File: src/rtl/c_encode_binary_v1_0.sv
// Purpose: pipelined priority encoder with no-bit/multi-bit flags and a valid tag.
// Latency: C_PIPE_STAGES enabled CLK edges from D/ND to S/VALID/MULTI/RDY.
// Backpressure: none; CE stalls all stages together, one word per enabled cycle.
module c_encode_binary_v1_0 #(
   parameter int C_IN_WIDTH    = 8,
   parameter int C_SEL_WIDTH   = 3,
   parameter int C_IN_HIGH     = 1,
   parameter int C_PRIORITY    = 0,
   parameter int C_PIPE_STAGES = 1,
   parameter int C_HAS_CE      = 0,
   parameter int C_HAS_SCLR    = 0,
   parameter int C_SYNC_ENABLE = 0
) (
   input  logic                   CLK,
   input  logic                   ACLR,
   input  logic                   CE,
   input  logic                   SCLR,
   input  logic                   ND,
   input  logic [C_IN_WIDTH-1:0]  D,
   output logic [C_SEL_WIDTH-1:0] S,
   output logic                   VALID,
   output logic                   MULTI,
   output logic                   RDY
);

   // Reject configurations the index or pipeline cannot represent.
   if ((1 << C_SEL_WIDTH) < C_IN_WIDTH) begin : g_bad_sel_width
      $error("c_encode_binary_v1_0: C_SEL_WIDTH too small for C_IN_WIDTH");
   end
   if (C_PIPE_STAGES < 1 || C_PIPE_STAGES > 4) begin : g_bad_stages
      $error("c_encode_binary_v1_0: C_PIPE_STAGES must be 1..4");
   end
   if (C_IN_WIDTH < 2 || C_IN_WIDTH > 256) begin : g_bad_width
      $error("c_encode_binary_v1_0: C_IN_WIDTH must be 2..256");
   end

   logic [C_IN_WIDTH-1:0]  x;
   logic [C_SEL_WIDTH-1:0] idx;
   logic                   any;
   logic                   multi;
   logic                   ce_i;
   logic                   sclr_i;
   logic                   clr;

   // Unused control ports collapse to their inactive values.
   assign ce_i   = (C_HAS_CE != 0)   ? CE   : 1'b1;
   assign sclr_i = (C_HAS_SCLR != 0) ? SCLR : 1'b0;
   // With synchronous enable the clear is gated by CE, otherwise it overrides CE.
   assign clr    = (C_SYNC_ENABLE != 0) ? (sclr_i & ce_i) : sclr_i;

   // Active-low inputs are inverted so the encoder always looks for ones.
   assign x = (C_IN_HIGH != 0) ? D : ~D;

   // Single ascending scan: first hit wins for low priority, last hit for high.
   always_comb begin
      idx   = '0;
      any   = 1'b0;
      multi = 1'b0;
      for (int i = 0; i < C_IN_WIDTH; i++) begin
         if (x[i]) begin
            if (C_PRIORITY != 0 || !any) begin
               idx = C_SEL_WIDTH'(i);
            end
            multi = multi | any;
            any   = 1'b1;
         end
      end
   end

   logic [C_SEL_WIDTH-1:0]   s_q [C_PIPE_STAGES];
   logic [C_PIPE_STAGES-1:0] vld_q;
   logic [C_PIPE_STAGES-1:0] mul_q;
   logic [C_PIPE_STAGES-1:0] rdy_q;

   // Shift register of encoded words; ACLR beats SCLR beats CE.
   always_ff @(posedge CLK or posedge ACLR) begin
      if (ACLR) begin
         for (int k = 0; k < C_PIPE_STAGES; k++) begin
            s_q[k] <= '0;
         end
         vld_q <= '0;
         mul_q <= '0;
         rdy_q <= '0;
      end else if (clr) begin
         for (int k = 0; k < C_PIPE_STAGES; k++) begin
            s_q[k] <= '0;
         end
         vld_q <= '0;
         mul_q <= '0;
         rdy_q <= '0;
      end else if (ce_i) begin
         for (int k = C_PIPE_STAGES - 1; k > 0; k--) begin
            s_q[k]   <= s_q[k-1];
            vld_q[k] <= vld_q[k-1];
            mul_q[k] <= mul_q[k-1];
            rdy_q[k] <= rdy_q[k-1];
         end
         s_q[0]   <= idx;
         vld_q[0] <= any;
         mul_q[0] <= multi;
         rdy_q[0] <= ND;
      end
   end

   assign S     = s_q[C_PIPE_STAGES-1];
   assign VALID = vld_q[C_PIPE_STAGES-1];
   assign MULTI = mul_q[C_PIPE_STAGES-1];
   assign RDY   = rdy_q[C_PIPE_STAGES-1];

endmodule

File: config.mk
export PLATFORM = sky130hd
export DESIGN_NAME = c_encode_binary_v1_0
export DESIGN_NICKNAME = d
export VERILOG_FILES = /design/src/rtl/c_encode_binary_v1_0.sv
export SDC_FILE = /design/constraint.sdc
export NUM_CORES = 1
export LEC_CHECK = 0
export CAP_MARGIN = 20
export CORE_AREA = 2 2 39 41
export CTS_CLUSTER_SIZE = 16
export DETAILED_ROUTE_END_ITERATION = 10
export DIE_AREA = 0 0 41 43
export HOLD_SLACK_MARGIN = 0.15
export SYNTH_ARGS = -nofsm -noshare
export SYNTH_HDL_FRONTEND = slang
export SYNTH_SLANG_ARGS = --single-unit
File: constraint.sdc
create_clock -name CLK -period 0.8 [get_ports CLK]
set_input_delay 0.12 -clock CLK [delete_from_list [all_inputs] [get_ports CLK]]
set_output_delay 0.12 -clock CLK [all_outputs]
set_load 0.05 [all_outputs]
==> results.toml <==
[floorplanning]
ios = 19
dieArea_um2 = 1760
start_util_pct = 21.2
die_w_um = 41
core_area_um2 = 1380
rows = 14
die_h_um = 43

[global_route]
grt_pass1_wl_um = 1160
overflow = 0
antenna_found_initial = 0
grt_pass1_vias = 313
grt_usage_pct = 10.2
grt_max_degree = 7

[logic_synthesis]
synth-seq-cells = 6
ys_seq_area_share_pct = 51.3
yosysWarningCount = 0
synth.avg_cell_area_um2 = 10.5
netlist_area_um2 = 293
yosysUniqueCellTypes = 15
syn_nets = 41
netlist_instances = 28

[detailed_routing]
routed_via_density = 4.70
drc_errors = 0
vias = 334
firstDrtPassIters = 4
post_drt_wl_per_cell_um = 10.3
drtIter0Drc = 1
drt-total-wl_um = 733
antenna_left = 0

[place]
gp_congestion = 0.786
io_buffers = 16

[cts]
htreeDepth = 1
clk_path_buf_depth = 2
cts_buffers = 3
cts-root-buf = "clkbuf_4"
cts_tree = "done"
clk_pin_slew_worst_paths_ps = 40
cts_sinks = 6

[finish]
area_growth_pct = 123
postLayoutCoreUtil_pct = 47.1
final.fill_count = 123
final_cell_mix = "buf_4, dfrtp_1, buf_12"
area.sequential_um2 = 150
layout_commonest_cell = "buf_4"
multi_input_area_um2 = 171
nets = 70
num_antenna_cells = 0
drive_gt1_share_pct = 61.8

[worst_setup_path]
cp_max_fo = 3
worstSetupPathType = "in2reg"
required_ps = 920
worstSetupStartpointType = "input port"
arrival_ps = 1110
worstSetupEndpointType = "flop"

[timing]
tns_ps = -1080
finalSetupViolCount = 10
holdWs_ps = 54.6
fmax_mhz = 1010
finalMaxSlewViolations = 0
setup_slack_ps = -190
timing.final.crit_share_pct = 124
min_period_ps = 990
rsz0062_at_grt = "true"
relSlewSlack_pct = 81.2
hold_viol_final = 0
worst_pin_slew_ps = 282

[pwr]
cellLeakagePower_nw = 0.282
power_density_nw_per_um2 = 1300
vdd_ir_drop_max_v = 0.000452

[run]
max_cap_violations = 0

[run_status]
status = "finished with violations"
failed_checks = "setup timing"

[hold_path]
min_path_type = "in2reg"
power by group:
part	internal [mW]	switching (mW)	total (mW)
combinational	0.139	0.117	0.256
clock	0.169	0.0961	0.265
sequential	0.317	0.00951	0.327
total	0.625	0.223	0.848
metal layers:
| metal | vias to the layer above | global-route usage [%] | wire length (um) |
|---|---|---|---|
| li1 | 159 | - | - |
| met1 | 156 | 7.82 | 224 |
| met2 | 15 | 18.1 | 398 |
| met3 | 4 | 2.09 | 77 |
| met4 | 0 | 10.0 | 33 |
| met5 | - | 0 | 0 |
path summary, 6_finish.rpt:
check	end	cells past startpoint	startpoint	slack, ps
max	S[0]$_DFF_PP0_	5	D[3]	-190
max in group asynchronous	RDY$_DFF_PP0_	2	ACLR	530
min	S[1]$_DFF_PP0_	2	D[1]	50
min in group asynchronous	VALID$_DFF_PP0_	2	ACLR	90
critical path, stage by stage:
cell	delay, ps
buf_8	100
or4_4	540
nor2_4	130
a2bb2oi_2	60
o22a_1	150
layout make-up:
class | count | area share, %
multi-input combinational | 20 | 26.3
tap | 16 | 3.07
inverter | 2 | 1.15
clock buffer | 3 | 3.45
sequential | 6 | 23.0
timing repair buffer | 24 | 43.0
sequential cells by signal, indices dropped and copies added (netlist names):
name	flops
MULTI	1
RDY	1
S	3
VALID	1
metrics by stage:
stage	area (um2)	setup slack, ps	std cells	total power, mW
3_5_place_dp	563	-876	64	0.559
4_1_cts	641	-220	70	0.859
6_report	652	-190	71	0.848
3_3_place_gp	563	-851	64	0.555
5_1_grt	652	-205	71	0.893
2_1_floorplan	293	-305	28	0.408
cell families after synthesis:
| family | after synthesis | share of synthesized area, % |
|---|---|---|
| buffers and inverters | 2 | 2.57 |
| AOI/OAI and AO/OA | 7 | 17.9 |
| adders and majority gates | 1 | 3.42 |
| DFF | 6 | 51.3 |
| and+or+nand+nor | 12 | 24.8 |
synth_stat cells:
| master | n | area share (%) |
|---|---|---|
| o22a_1 | 1 | 3.0 |
| nor2_4 | 1 | 3.8 |
| maj3_1 | 1 | 3.4 |
| dfrtp_1 | 6 | 51 |
| a21oi_1 | 2 | 3.4 |
| o21ai_0 | 1 | 1.7 |
| or4_4 | 1 | 3.8 |
| nor4_1 | 1 | 2.1 |
| nor3_1 | 4 | 6.8 |
| nand2b_1 | 2 | 4.3 |
| o41a_1 | 1 | 3.8 |
| a2bb2oi_1 | 1 | 3.0 |
| nor2_1 | 3 | 3.8 |
| a2111oi_0 | 1 | 3.0 |
| inv_1 | 2 | 2.6 |
what timing repair did:
item                                    in CTS  in global routing
pin swaps                                   10                  6
buffers inserted                             3                  1
gates cloned                                 0                  0
endpoints found under the setup margin      11                 10
gates resized for setup                     41                  7
hold endpoints to repair                     7                  7
Power figures use the tool's default switching activity.
